[src/rtl/mux_8_1_rr_sched_v_pkg.sv]
// Shared constants, state encoding and round-robin winner search for the
// 8-requester channel scheduler.
package mux_8_1_rr_sched_v_pkg;

  localparam int unsigned SEL_W = 3;
  localparam int unsigned N_REQ = 8;
  localparam int unsigned CNT_W = 4;

  localparam logic [0:0] ST_IDLE  = 1'b0;
  localparam logic [0:0] ST_GRANT = 1'b1;

  typedef struct packed {
    logic             found;
    logic [SEL_W-1:0] idx;
  } win_t;

  // Search ptr+1, ptr+2, ... ptr with natural 3-bit wrap; ptr itself is last.
  function automatic win_t next_winner(input logic [N_REQ-1:0] req,
                                       input logic [SEL_W-1:0] ptr);
    win_t             w;
    logic [SEL_W-1:0] idx;
    w = '0;
    for (int i = 1; i <= int'(N_REQ); i++) begin
      idx = ptr + SEL_W'(i);
      if (!w.found && req[idx]) begin
        w.found = 1'b1;
        w.idx   = idx;
      end
    end
    return w;
  endfunction

endpackage

[src/rtl/mux_8_1_rr_sched_v_mux.sv]
// Behavioural 8:1 single-bit mux with enable; output is 0 when disabled.
module MUX_8_1_v__behavior
  import mux_8_1_rr_sched_v_pkg::*;
(
  input  logic             i_en,
  input  logic [N_REQ-1:0] i_code,
  input  logic [SEL_W-1:0] i_sel,
  output logic             o_f
);

  assign o_f = i_en ? i_code[i_sel] : 1'b0;

endmodule

[src/rtl/mux_8_1_rr_sched_v.sv]
// Round-robin scheduler granting one of eight requesters the shared 8:1 mux
// channel for bursts of at most BURST_LEN cycles.
module mux_8_1_rr_sched_v
  import mux_8_1_rr_sched_v_pkg::*;
#(
  parameter int unsigned BURST_LEN = 4
) (
  input  logic             i_clk,
  input  logic             i_rst,
  input  logic             i_en,
  input  logic [N_REQ-1:0] i_req,
  input  logic [N_REQ-1:0] i_code,
  output logic [N_REQ-1:0] o_gnt,
  output logic [SEL_W-1:0] o_sel_code,
  output logic             o_busy,
  output logic             o_f
);

  localparam logic [CNT_W-1:0] CNT_LAST = CNT_W'(BURST_LEN - 1);

  logic [0:0]       state_q, state_d;
  logic [SEL_W-1:0] ptr_q, ptr_d;
  logic [SEL_W-1:0] sel_q, sel_d;
  logic [CNT_W-1:0] cnt_q, cnt_d;
  logic [N_REQ-1:0] gnt_q, gnt_d;
  logic             mux_f;
  win_t             win;

  // In GRANT ptr_q always equals the owner, so one search covers both the
  // first grant from IDLE and the hand-off starting at owner+1.
  assign win = next_winner(i_req, ptr_q);

  always_comb begin
    // NOTE: every next-state signal gets a default first so no path infers a latch.
    state_d = state_q;
    ptr_d   = ptr_q;
    sel_d   = sel_q;
    cnt_d   = cnt_q;
    gnt_d   = gnt_q;
    unique case (state_q)
      ST_IDLE: begin
        if (i_en && win.found) begin
          state_d        = ST_GRANT;
          ptr_d          = win.idx;
          sel_d          = win.idx;
          cnt_d          = '0;
          gnt_d          = '0;
          gnt_d[win.idx] = 1'b1;
        end
      end
      default: begin
        if (i_en && i_req[sel_q] && (cnt_q < CNT_LAST)) begin
          cnt_d = cnt_q + 1'b1;
        end else if (i_en && win.found) begin
          // Owner's own request is searched last, so it is re-granted only
          // when nobody else is waiting at burst expiry.
          ptr_d          = win.idx;
          sel_d          = win.idx;
          cnt_d          = '0;
          gnt_d          = '0;
          gnt_d[win.idx] = 1'b1;
        end else begin
          state_d = ST_IDLE;
          cnt_d   = '0;
          gnt_d   = '0;
        end
      end
    endcase
  end

  // NOTE: sequential state uses non-blocking assignments only, so every flop
  // samples the pre-edge values computed above.
  always_ff @(posedge i_clk or posedge i_rst) begin
    if (i_rst) begin
      state_q <= ST_IDLE;
      ptr_q   <= '1;
      sel_q   <= '0;
      cnt_q   <= '0;
      gnt_q   <= '0;
    end else begin
      state_q <= state_d;
      ptr_q   <= ptr_d;
      sel_q   <= sel_d;
      cnt_q   <= cnt_d;
      gnt_q   <= gnt_d;
    end
  end

  assign o_gnt      = gnt_q;
  assign o_sel_code = sel_q;
  assign o_busy     = (state_q == ST_GRANT);

  MUX_8_1_v__behavior u_mux (
    .i_en   (o_busy),
    .i_code (i_code),
    .i_sel  (sel_q),
    .o_f    (mux_f)
  );

  assign o_f = mux_f & o_busy;

endmodule

[config.mk]
export PLATFORM = sky130hd
export DESIGN_NAME = mux_8_1_rr_sched_v
export DESIGN_NICKNAME = d
export VERILOG_FILES = /design/src/rtl/mux_8_1_rr_sched_v_pkg.sv /design/src/rtl/mux_8_1_rr_sched_v_mux.sv /design/src/rtl/mux_8_1_rr_sched_v.sv
export SDC_FILE = /design/constraint.sdc
export NUM_CORES = 1
export LEC_CHECK = 0
export BUFFER_PORTS_ARGS = -buffer_cell sky130_fd_sc_hd__buf_4
export CORE_MARGIN = 4
export CORE_UTILIZATION = 35
export CTS_BUF_LIST = sky130_fd_sc_hd__clkbuf_8
export DETAILED_ROUTE_END_ITERATION = 7
export PLACE_DENSITY_LB_ADDON = 0.3
export SLEW_MARGIN = 30
export SYNTH_ARGS = -nofsm -noshare
export SYNTH_HDL_FRONTEND = slang
export SYNTH_HIERARCHICAL = 1
export SYNTH_SLANG_ARGS = --single-unit
[constraint.sdc]
create_clock -name i_clk -period 7.3 [get_ports i_clk]
set_clock_uncertainty 0.05 [all_clocks]
set_input_delay 1.095 -clock i_clk [delete_from_list [all_inputs] [get_ports i_clk]]
set_output_delay 1.095 -clock i_clk [all_outputs]
set_load 0.01 [all_outputs]
==> metrics.md, run 1 <==
| Metric | Value |
|---|---|
| CTS Hold Bufs | `0` |
| Final Hold Fails | `0` |
| Via count | `about 1.6k` |
| Arr. time, crit path | `around 4.5 ns` |
| Worst Path Max Fanout | `22` |
| EDFF count, synth | `0` |
| Max rail drop VDD | `~0.24 mV` |
| Final GP Congestion | `0.881` |
| Top cell type's share of synthesized area | `22.3%` |
| Register area share after synthesis | `around a quarter` |
| Worst R2R Setup Slack | `2.93 ns` |
| Final core utilization | `approximately 43%` |
| Net Switching | `573 uW` |
| Count leader, synth | `nand2_1` |
| Routed wire length per instance | `16.6 um` |
| Finish-stage setup viols | `0` |
| Drt drc | `0` |
| Die area | `~0.0063 sq mm` |
| Fin crit period | `~4.4 ns` |
| Crit Reg-Reg Endpoint | `o_gnt[0]` |
| Footprint of the multi-input gates | `0.00124 sq mm` |
| Met3 GRT Util | `1.24%` |
| Outcome | `complete, no violations` |
| DR iter-0 viols | `between 100 and 150` |
| Syn Inst Count | `around 180` |
| Vias in the first global route | `1,628` |
| Hold Path Depth | `1` |
| ANT nets after route | `0` |
| DR pass1 iterations | `4` |
| Post-synth top cells | `25 x nand2_1, 16 x dfrtp_1, 14 x mux2i_1` |
| Inserted Clock Buffers | `3` |
| Internal Power | `563 uW` |
| Yosys warns | `6` |
| Grt peak-use layer | `met2` |
| Worst-Skew Late Latency | `between 0.2 and 0.3 ns` |
| Die height | `between 70 and 80 um` |
| Worst EP required | `7.39 ns` |
| Met1 Track Usage GR | `20.1%` |
| Resized cells post-CTS | `0` |
| CTS tree | `done` |
| Max_cap viols | `0` |
| Port bufs | `31` |
| Clk slew on worst S/H paths | `about 0.070 ns` |
| Seq pwr share | `19.3%` |
| First-pass GRT wire length | `7650 um` |
| Ports | `32` |
| Design Power | `1140 uW` |
| Syn-to-layout area delta | `17.3%` |
| Reg area | `479 sq um` |
| Final global-route overflow total | `0` |
| Primary FF master, synth | `dfrtp_1` |
| Row Count | `25` |
| Final Instance Area | `approximately 0.0021 sq mm` |
| Mapped cell area | `~0.0018 sq mm` |
| Vias per cell | `5.81` |
| Share of flip-flops with an asynchronous set or reset | `100%` |
| Root Buffer | `clkbuf_8` |
| Synthesized flop and latch total | `19` |
| Reg2reg path depth | `10` |
| Max stage delay on crit path | `0.85 ns` |
| Crit path buffers/inverters | `1` |
| Clk sink count | `19` |
| Die X | `79.6 um` |
| DRT Wirelength | `between 4000 and 5000 um` |
| Core area | `between 0.004 and 0.005 sq mm` |
| Placement Cell Area | `0.00206 sq mm` |
| Slew HR | `between 50 and 60%` |
| Worst min path class | `flop to flop` |
| Period utilisation layout | `59.9%` |
| Largest net degree at the start of global routing | `23` |
| Worst-Margin Slew | `0.682 ns` |
| Worst setup SP type | `flop` |
| Post-DP HPWL | `3440 um` |
| Layout cells sized above 1 | `31.9%` |
| Fill count | `around 480` |
| Setup Fix Bufs, Post-CTS | `0` |
| Tot GR Track Use | `14.8%` |
| RSZ-0062 raised after global routing | `no` |
| GR Layer Usage met2 | `24.8%` |
| Crit path capture type | `flop` |
| Avg Synthesized Cell Area | `just over 10 sq um` |
| Setup TNS | `0 ns` |
| Mapped Nets | `between 150 and 200` |
| Initial antenna violation count | `0` |
| Leak | `between 0.0009 and 0.001 uW` |
| Number of diodes | `0` |
| Yosys cell types | `52` |
| Hold Path End | `cnt_q[3]` |
| Hold Startpoint | `cnt_q[3]` |
| Clock share of power | `6.2%` |
| Power density cells | `540 mW/mm^2` |
| Synth area leaders | `dfrtp_1 22%, mux4_2 16%, mux2i_1 7.8%` |
| Fmax achieved | `between 200 and 250 MHz` |
| WS Path Type | `flop to flop` |
| Comb pwr share | `~75%` |
| Final #Nets | `about 230` |
| Clock buffer depth | `2` |
| Starting Density | `37.0%` |
| CTS H-tree depth | `1` |
| Top delay family on crit path | `compound AO/OA/AOI/OAI gates` |
| Sw frac | `50.5%` |
| CP cell instances | `inv_1, ha_1, mux4_2, mux2_2, o21a_1, o21ai_0, a221oi_1, a211oi_2, nor3_1, a22o_1` |
| Worst path depth | `10` |
| Max-slew violations | `0` |
| Post-synth top area cell | `dfrtp_1` |
| Critical-path top delay cell | `dfstp_2` |
| Worst reg2reg startpoint | `ptr_q[0]` |
==> worst reg2reg max path, stage by stage, from the launching register on <==
cell and delay (ns):
dfstp_2 0.85, inv_1 0.18, ha_1 0.73, mux4_2 0.66
mux2_2 0.38, o21a_1 0.21, o21ai_0 0.27, a221oi_1 0.15
a211oi_2 0.43, nor3_1 0.14, a22o_1 0.22
==> per-layer routing <==
layer	vias to the layer above	part of all wire [%]	wire, um
li1	738	-	-
met1	800	45	2050
met2	33	50	2270
met3	4	3.2	146
met4	0	0.84	38
met5	-	0	0
==> power by group through the flow <==
stage | logic [uW] | registers (uW) | clock network, uW
2_1_floorplan | 704 | 176 | 0
3_3_place_gp | 833 | 220 | 0
3_5_place_dp | 833 | 222 | 0
4_1_cts | 837 | 220 | 72.0
5_1_grt | 923 | 228 | 76.2
6_report | 847 | 219 | 69.9
==> sequential cells by signal (all words and copies together) (netlist names) <==
signal,flops
cnt_q,4
o_busy,1
o_gnt,8
o_sel_code,3
ptr_q,3
==> logic make-up after synthesis <==
kind of cell | synth area share (%)
multiplexers | 30.6
XOR/XNOR | 1.95
buffers and inverters | 4.11
AND/OR/NAND/NOR | 15.0
flip-flops | 26.7
AO/OA/AOI/OAI | 19.5
adder cells (fa/ha/maj) | 2.09
==> cell type report <==
| type | instances | share of cell area (%) |
|---|---|---|
| clock inverters | 1 | 0.178 |
| inverters | 6 | 1.07 |
| clock buffers | 3 | 1.96 |
| multi-input cells | 144 | 59.0 |
| repair buffers | 31 | 11.1 |
| well taps | 67 | 3.98 |
| flip-flops and latches | 19 | 22.8 |
==> metrics by stage <==
step	std cells	setup WS (ns)	hold WS, ns
2_1_floorplan	177	3.66	0.405
3_3_place_gp	267	3.02	0.425
3_5_place_dp	267	3.00	0.425
4_1_cts	271	2.98	0.441
5_1_grt	271	2.68	0.479
6_report	271	2.93	0.435
==> worst max path at each step <==
stage             start  slack, ns        to
6_report       ptr_q[0]       2.93  o_gnt[0]
3_5_place_dp   ptr_q[0]       3.00  o_gnt[0]
2_1_floorplan  ptr_q[0]       3.66  o_gnt[4]
4_1_cts        ptr_q[0]       2.98  o_gnt[0]
5_1_grt        ptr_q[0]       2.68  o_gnt[0]
3_3_place_gp   ptr_q[0]       3.02  o_gnt[2]
==> cells in the final DEF (no fill, tap or decap), types with 2 or more instances in the layout <==
master,instances
a21oi_1,7
a221oi_1,2
a22o_1,3
a311oi_1,2
and2_1,4
buf_4,31
clkbuf_8,3
dfrtp_1,16
dfstp_2,3
ha_1,3
inv_1,7
mux2_2,7
mux2i_1,14
mux4_2,13
nand2_1,25
nand2b_1,4
nand3_1,5
nor2_1,6
nor2b_1,2
o2111ai_1,2
o211ai_1,3
o21a_1,2
o21ai_0,6
o21ai_1,3
o22ai_1,2
o31ai_1,4
xor2_1,3
Power figures use the tool's default switching activity.
==> inputs of run 2 (changes only) <==
==> constraint.sdc (replaced) <==
create_clock -name i_clk -period 4.2 [get_ports i_clk]
set_clock_uncertainty 0.05 [all_clocks]
set_input_delay 0.63 -clock i_clk [delete_from_list [all_inputs] [get_ports i_clk]]
set_output_delay 0.63 -clock i_clk [all_outputs]
set_load 0.01 [all_outputs]
==> run 2 against run 1 <==
Effect of this change: global-route usage down 0.26 points; non-clock buffer count up 6; power up 79%; final cell count up 2.2%; die area unchanged; maximum frequency up 20%; combinational power up 88%; sequential power up 48%; clock power up 69%; highest routed layer unchanged.
==> metrics.md, run 2 (synthesis results as in run 1) <==
| Metric | Value |
|---|---|
| Outcome | `complete, no violations (unchanged)` |
| Tot GR Track Use | `14.5% (was 14.8%)` |
| Met3 GRT Util | `1.02% (was 1.24%)` |
| Clk slew on worst S/H paths | `0.07 ns (about the same)` |
| Fill count | `465 (was 476)` |
| Leak | `0.000936 uW (was 0.000907 uW)` |
| Starting Density | `37.0% (unchanged)` |
| Worst R2R Setup Slack | `0.55 ns (was 2.93 ns)` |
| Worst EP required | `4.29 ns (was 7.39 ns)` |
| Drt drc | `0 (unchanged)` |
| Clock buffer depth | `2 (unchanged)` |
| Commonest non-fill, non-tap cells in the layout | `37 x buf_4, 25 x nand2_1, 16 x dfrtp_1 (was 31 x buf_4, 25 x nand2_1, 16 x dfrtp_1)` |
| Power density cells | `947 mW/mm^2 (was 540 mW/mm^2)` |
| Number of diodes | `0 (unchanged)` |
| Via count | `1,540 (was 1,575)` |
| Initial antenna violation count | `0 (unchanged)` |
| Placed cells | `273 (was 267)` |
| Clk sink count | `19 (unchanged)` |
| Worst setup SP type | `flop (unchanged)` |
| Internal Power | `1040 uW (was 563 uW)` |
| Hold Startpoint | `o_gnt[6] (was cnt_q[3])` |
| Comb pwr share | `78.3% (was 74.6%)` |
| Slew HR | `52.6% (was 53.2%)` |
| ANT nets after route | `0 (unchanged)` |
| Vias per cell | `5.56 (was 5.81)` |
| Sw frac | `48.9% (was 50.5%)` |
| Clock share of power | `5.8% (was 6.2%)` |
| Die X | `79.6 um (unchanged)` |
| Crit Reg-Reg Endpoint | `o_gnt[0] (unchanged)` |
| Syn-to-layout area delta | `19.8% (was 17.3%)` |
| Finished Layout Cells | `277 (was 271)` |
| CTS H-tree depth | `1 (unchanged)` |
| Largest net degree at the start of global routing | `22 (was 23)` |
| Fmax achieved | `274 MHz (was 229 MHz)` |
| DRT Wirelength | `4410 um (was 4500 um)` |
| Seq pwr share | `15.9% (was 19.3%)` |
| Hold Path Depth | `2 (was 1)` |
| Crit path capture type | `flop (unchanged)` |
| Die area | `0.00634 sq mm (unchanged)` |
| Max_cap viols | `0 (unchanged)` |
| WS Path Type | `flop to flop (unchanged)` |
| Worst Path Max Fanout | `11 (was 22)` |
| Layout cells sized above 1 | `33.8% (was 31.9%)` |
| Hold Path End | `o_gnt[6] (was cnt_q[3])` |
| Inserted Clock Buffers | `3 (unchanged)` |
| Final #Nets | `233 (was 227)` |
| Max FFs per register | `8 (unchanged)` |
| Worst-Margin Slew | `0.711 ns (was 0.682 ns)` |
| DR iter-0 viols | `132 (was 141)` |
| Worst reg2reg startpoint | `ptr_q[1] (was ptr_q[0])` |
| Row Count | `25 (unchanged)` |
| Max rail drop VDD | `0.512 mV (was 0.237 mV)` |
| Ports | `32 (unchanged)` |
| Setup TNS | `0 ns (unchanged)` |
| Routed wire length per instance | `15.9 um (was 16.6 um)` |
| RSZ-0062 raised after global routing | `no (unchanged)` |
| Setup Fix Bufs, Post-CTS | `0 (unchanged)` |
| Vias in the first global route | `1,502 (was 1,628)` |
| Finish-stage setup viols | `0 (unchanged)` |
| Arr. time, crit path | `3.74 ns (was 4.46 ns)` |
| Net Switching | `995 uW (was 573 uW)` |
| First-pass GRT wire length | `7410 um (was 7650 um)` |
| Worst-Skew Late Latency | `0.25 ns (about the same)` |
| Final GP Congestion | `0.750 (was 0.881)` |
| CTS tree | `done (unchanged)` |
| Resized cells post-CTS | `0 (unchanged)` |
| Grt peak-use layer | `met2 (unchanged)` |
| CTS Hold Bufs | `0 (unchanged)` |
| Period utilisation layout | `86.9% (was 59.9%)` |
| Worst hold slack | `0.436 ns (was 0.435 ns)` |
| Root Buffer | `clkbuf_8 (unchanged)` |
| Post-DP HPWL | `3380 um (was 3440 um)` |
| Port bufs | `31 (unchanged)` |
| GR Layer Usage met2 | `24.8% (unchanged)` |
| Max-slew violations | `0 (unchanged)` |
| Worst min path class | `flop to flop (unchanged)` |
| Core area | `0.00485 sq mm (unchanged)` |
| Reg2reg path depth | `10 (unchanged)` |
| Fin crit period | `3.65 ns (was 4.37 ns)` |
| DR pass1 iterations | `4 (unchanged)` |
| Final Hold Fails | `0 (unchanged)` |
| Met1 Track Usage GR | `20.3% (was 20.1%)` |
| Die height | `79.6 um (unchanged)` |
| Final global-route overflow total | `0 (unchanged)` |
| Most common cell after layout, fill and taps aside | `buf_4 (unchanged)` |
-- run 2: layout make-up --
type,instances,area (sq um),share of cell area (%)
multi-input combinational,144,1240,57.7
sequential,19,479,22.3
timing repair buffer,37,278,12.9
tap,67,83.8,3.90
clock buffer,3,41.3,1.92
inverter,6,22.5,1.05
clock inverter,1,3.75,0.175
-- run 2: metal layers --
metal / wire length [um] / vias up
li1: - / 752
met1: 2090 / 760
met2: 2200 / 26
met3: 109 / 2
met4: 10 / 0
met5: 0 / -
-- run 2: worst max-delay path: stages (launching register included) --
cell	delay (ns)
dfstp_2	0.53
inv_1	0.07
ha_1	0.52
mux2_2	0.40
mux4_2	0.48
o32ai_2	0.30
and3_1	0.26
a211oi_1	0.10
a211oi_2	0.46
nor3_1	0.14
a22o_1	0.22
-- run 2: worst max-delay path by stage --
stage                     cells past startpoint        to  slack, ns      from
after floorplan                              13  o_gnt[4]       0.56  ptr_q[0]
after global placement                       10  o_gnt[0]       0.62  ptr_q[0]
after detailed placement                     10  o_gnt[2]       0.55  ptr_q[1]
after CTS                                    10  o_gnt[0]       0.55  ptr_q[1]
after global routing                         12  o_gnt[3]       0.24  ptr_q[1]
final                                        10  o_gnt[0]       0.55  ptr_q[1]
-- run 2: power groups by stage --
stage	registers (uW)	clock network (uW)	logic, uW
global placement	326	0	1580
global route	333	131	1750
detailed placement	328	0	1590
CTS	325	123	1590
finish	324	118	1590
floorplan	306	0	1220
-- run 2: stage by stage --
step	utilization (%)	area (sq um)	worst slack, ns	power [uW]
2_1_floorplan	-	1790	0.558	1530
3_3_place_gp	43.4	2100	0.622	1910
3_5_place_dp	43.4	2100	0.550	1910
4_1_cts	44.3	2150	0.550	2040
5_1_grt	44.3	2150	0.235	2220
6_report	44.3	2150	0.552	2040
==> inputs of run 3 (changes only) <==
--- a/config.mk
+++ b/config.mk
@@ -6,6 +6,7 @@
 export NUM_CORES = 1
 export LEC_CHECK = 0
 export BUFFER_PORTS_ARGS = -buffer_cell sky130_fd_sc_hd__buf_4
+export CORE_ASPECT_RATIO = 0.5
 export CORE_MARGIN = 4
 export CORE_UTILIZATION = 35
 export CTS_BUF_LIST = sky130_fd_sc_hd__clkbuf_8
@@ -14,5 +15,4 @@
 export SLEW_MARGIN = 30
 export SYNTH_ARGS = -nofsm -noshare
 export SYNTH_HDL_FRONTEND = slang
-export SYNTH_HIERARCHICAL = 1
 export SYNTH_SLANG_ARGS = --single-unit
==> run 3 against run 2 <==
Effect of this change: count of clock-buffer cells in the layout unchanged; critical path depth decreased by 1; via count increased by 1.1%; highest routed layer unchanged; critical endpoint is now o_gnt[3]; final cell count decreased by 1.8%.
==> metrics.md, run 3 <==
| Metric | Value |
|---|---|
| Die area | `0.00637 sq mm (was 0.00634 sq mm)` |
| Final core utilization | `42.7% (was 44.3%)` |
| Fin crit period | `3.45 ns (was 3.65 ns)` |
| Worst EP required | `4.29 ns (about the same)` |
| EDFF count, synth | `0 (unchanged)` |
| Final Hold Fails | `0 (unchanged)` |
| Largest net degree at the start of global routing | `20 (was 22)` |
| Inserted Clock Buffers | `3 (unchanged)` |
| WS Path Type | `flop to flop (unchanged)` |
| Max FFs per register | `8 (unchanged)` |
| Final #Nets | `225 (was 233)` |
| Finished Layout Cells | `272 (was 277)` |
| Mapped cell area | `0.00178 sq mm (was 0.00179 sq mm)` |
| Yosys cell types | `57 (was 52)` |
| Mapped Nets | `193 (was 199)` |
| Row Count | `18 (was 25)` |
| Power density cells | `981 mW/mm^2 (was 947 mW/mm^2)` |
| Worst-Skew Late Latency | `0.25 ns (about the same)` |
| Setup Fix Bufs, Post-CTS | `0 (unchanged)` |
| First-pass GRT wire length | `7580 um (was 7410 um)` |
| Footprint of the multi-input gates | `0.00119 sq mm (was 0.00124 sq mm)` |
| Reg area | `479 sq um (unchanged)` |
| Routed wire length per instance | `16.6 um (was 15.9 um)` |
| Post-synth top cells | `16 x dfrtp_1, 16 x nor2_1, 11 x inv_1 (was 25 x nand2_1, 16 x dfrtp_1, 14 x mux2i_1)` |
| Clock buffer depth | `2 (unchanged)` |
| Placed cells | `268 (was 273)` |
| Share of flip-flops with an asynchronous set or reset | `100% (unchanged)` |
| Post-DP HPWL | `3520 um (was 3380 um)` |
| Number of diodes | `0 (unchanged)` |
| Pre-CTS setup slack | `0.781 ns (was 0.550 ns)` |
| Die height | `58.5 um (was 79.6 um)` |
| Crit path capture type | `flop (unchanged)` |
| Period utilisation layout | `82.1% (was 86.9%)` |
| RSZ-0062 raised after global routing | `no (unchanged)` |
| Register area share after synthesis | `26.9% (was 26.7%)` |
| Commonest non-fill, non-tap cells in the layout | `34 x buf_4, 16 x nor2_1, 16 x dfrtp_1 (was 37 x buf_4, 25 x nand2_1, 16 x dfrtp_1)` |
| Comb pwr share | `78.8% (was 78.3%)` |
| Yosys warns | `0 (was 6)` |
| DRT Wirelength | `4510 um (was 4410 um)` |
| Clock share of power | `5.8% (about the same)` |
| Max_cap viols | `0 (unchanged)` |
| Slew HR | `52.3% (was 52.6%)` |
| Post-synth top area cell | `dfrtp_1 (unchanged)` |
| Syn Inst Count | `171 (was 177)` |
| Internal Power | `1030 uW (was 1040 uW)` |
| Root Buffer | `clkbuf_8 (unchanged)` |
| Avg Synthesized Cell Area | `10.4 sq um (was 10.1 sq um)` |
| DR iter-0 viols | `110 (was 132)` |
| Worst-Margin Slew | `0.714 ns (was 0.711 ns)` |
| Leak | `0.000908 uW (was 0.000936 uW)` |
| Core area | `0.00493 sq mm (was 0.00485 sq mm)` |
| Tot GR Track Use | `14.8% (was 14.5%)` |
| CTS tree | `done (unchanged)` |
| Net Switching | `1040 uW (was 995 uW)` |
| Syn-to-layout area delta | `18.2% (was 19.8%)` |
| Fmax achieved | `290 MHz (was 274 MHz)` |
| Clk slew on worst S/H paths | `0.07 ns (about the same)` |
| CTS H-tree depth | `1 (unchanged)` |
| Die X | `109 um (was 79.6 um)` |
| Finish-stage setup viols | `0 (unchanged)` |
| Most common cell after layout, fill and taps aside | `buf_4 (unchanged)` |
| Port bufs | `31 (unchanged)` |
| Final global-route overflow total | `0 (unchanged)` |
| Seq pwr share | `15.4% (was 15.9%)` |
| Primary FF master, synth | `dfrtp_1 (unchanged)` |
| Via count | `1,557 (was 1,540)` |
| ANT nets after route | `0 (unchanged)` |
| Worst Slack Setup Final | `0.751 ns (was 0.552 ns)` |
| Outcome | `complete, no violations (unchanged)` |
| Vias in the first global route | `1,544 (was 1,502)` |
| Initial antenna violation count | `0 (unchanged)` |
| DR pass1 iterations | `4 (unchanged)` |
| Synthesized flop and latch total | `19 (unchanged)` |
| Final GP Congestion | `0.868 (was 0.750)` |
| Layout cells sized above 1 | `34.7% (was 33.8%)` |
| Max-slew violations | `0 (unchanged)` |
| Ports | `32 (unchanged)` |
| Top cell type's share of synthesized area | `22.5% (was 22.3%)` |
| Sw frac | `50.3% (was 48.9%)` |
| Resized cells post-CTS | `0 (unchanged)` |
| Worst Path Max Fanout | `7 (was 11)` |
| Arr. time, crit path | `3.54 ns (was 3.74 ns)` |
| Worst min path class | `input port to asynchronous set/reset pin (was flop to flop)` |
| Starting Density | `36.1% (was 37.0%)` |
| Max rail drop VDD | `0.329 mV (was 0.512 mV)` |
| Drt drc | `0 (unchanged)` |
| Synth area leaders | `dfrtp_1 22%, mux4_2 10%, mux2i_1 5.6% (was dfrtp_1 22%, mux4_2 16%, mux2i_1 7.8%)` |
| Fill count | `475 (was 465)` |
| Worst setup SP type | `flop (unchanged)` |
| Setup TNS | `0 ns (unchanged)` |
| Vias per cell | `5.72 (was 5.56)` |
| CTS Hold Bufs | `0 (unchanged)` |
| Clk sink count | `19 (unchanged)` |
-- run 3: layout make-up --
type	count	area share [%]
clock buffers	3	1.96
flip-flops and latches	19	22.7
inverters	13	2.31
clock inverters	1	0.178
well taps	70	4.15
repair buffers	34	12.1
multi-input cells	132	56.6
-- run 3: cell families (layout without fill, tap and decap cells) --
group	Yosys count	count (layout)	share of synthesized area, %
xor+xnor	3	3	1.47
simple gates	48	48	14.0
flops	19	19	26.9
compound gates	50	50	23.6
buf+inv	20	51	6.25
fa+ha+maj	3	3	2.11
mux	28	28	25.8
-- run 3: critical path, cell delays in order, from the launching register on --
cell,delay (ns)
dfstp_2,0.53
inv_1,0.09
ha_1,0.39
mux4_2,0.65
mux2i_4,0.27
and2_4,0.20
a22oi_2,0.08
or4_4,0.57
a31o_4,0.27
o32ai_1,0.25
-- run 3: stage by stage --
| stage | power [uW] | instance area (sq um) | hold slack (ns) |
|---|---|---|---|
| 2_1_floorplan | 1600 | 1780 | 0.420 |
| 3_3_place_gp | 1920 | 2060 | 0.432 |
| 3_5_place_dp | 1930 | 2060 | 0.437 |
| 4_1_cts | 2060 | 2110 | 0.452 |
| 5_1_grt | 2240 | 2110 | 0.475 |
| 6_report | 2070 | 2110 | 0.448 |
-- run 3: worst paths after layout --
path	to	slack [ns]	startpoint	cells after the start
max	o_gnt[3]	0.75	ptr_q[0]	9
min	o_gnt[3]	0.45	i_rst	2
max reg2reg	o_gnt[3]	0.75	ptr_q[0]	9
min reg2reg	o_gnt[7]	0.45	o_gnt[7]	1
max in group asynchronous	o_sel_code[2]	3.20	i_rst	2
min in group i_clk	o_gnt[7]	0.45	o_gnt[7]	1
-- run 3: metal layers --
| metal | wire length, um | vias to the layer above | global-route usage, % |
|---|---|---|---|
| met3 | 232 | 2 | 1.64 |
| met1 | 2070 | 769 | 21.0 |
| met2 | 2190 | 48 | 24.6 |
| met4 | 18 | 0 | 3.42 |
| li1 | - | 738 | - |
| met5 | 0 | - | 0 |
-- run 3: power groups by stage --
stage	Clock [uW]	Combinational [uW]	Sequential (uW)
after floorplan	0	1300	307
after global placement	0	1600	318
after detailed placement	0	1610	321
after CTS	121	1620	318
after global routing	132	1770	328
final	120	1630	318
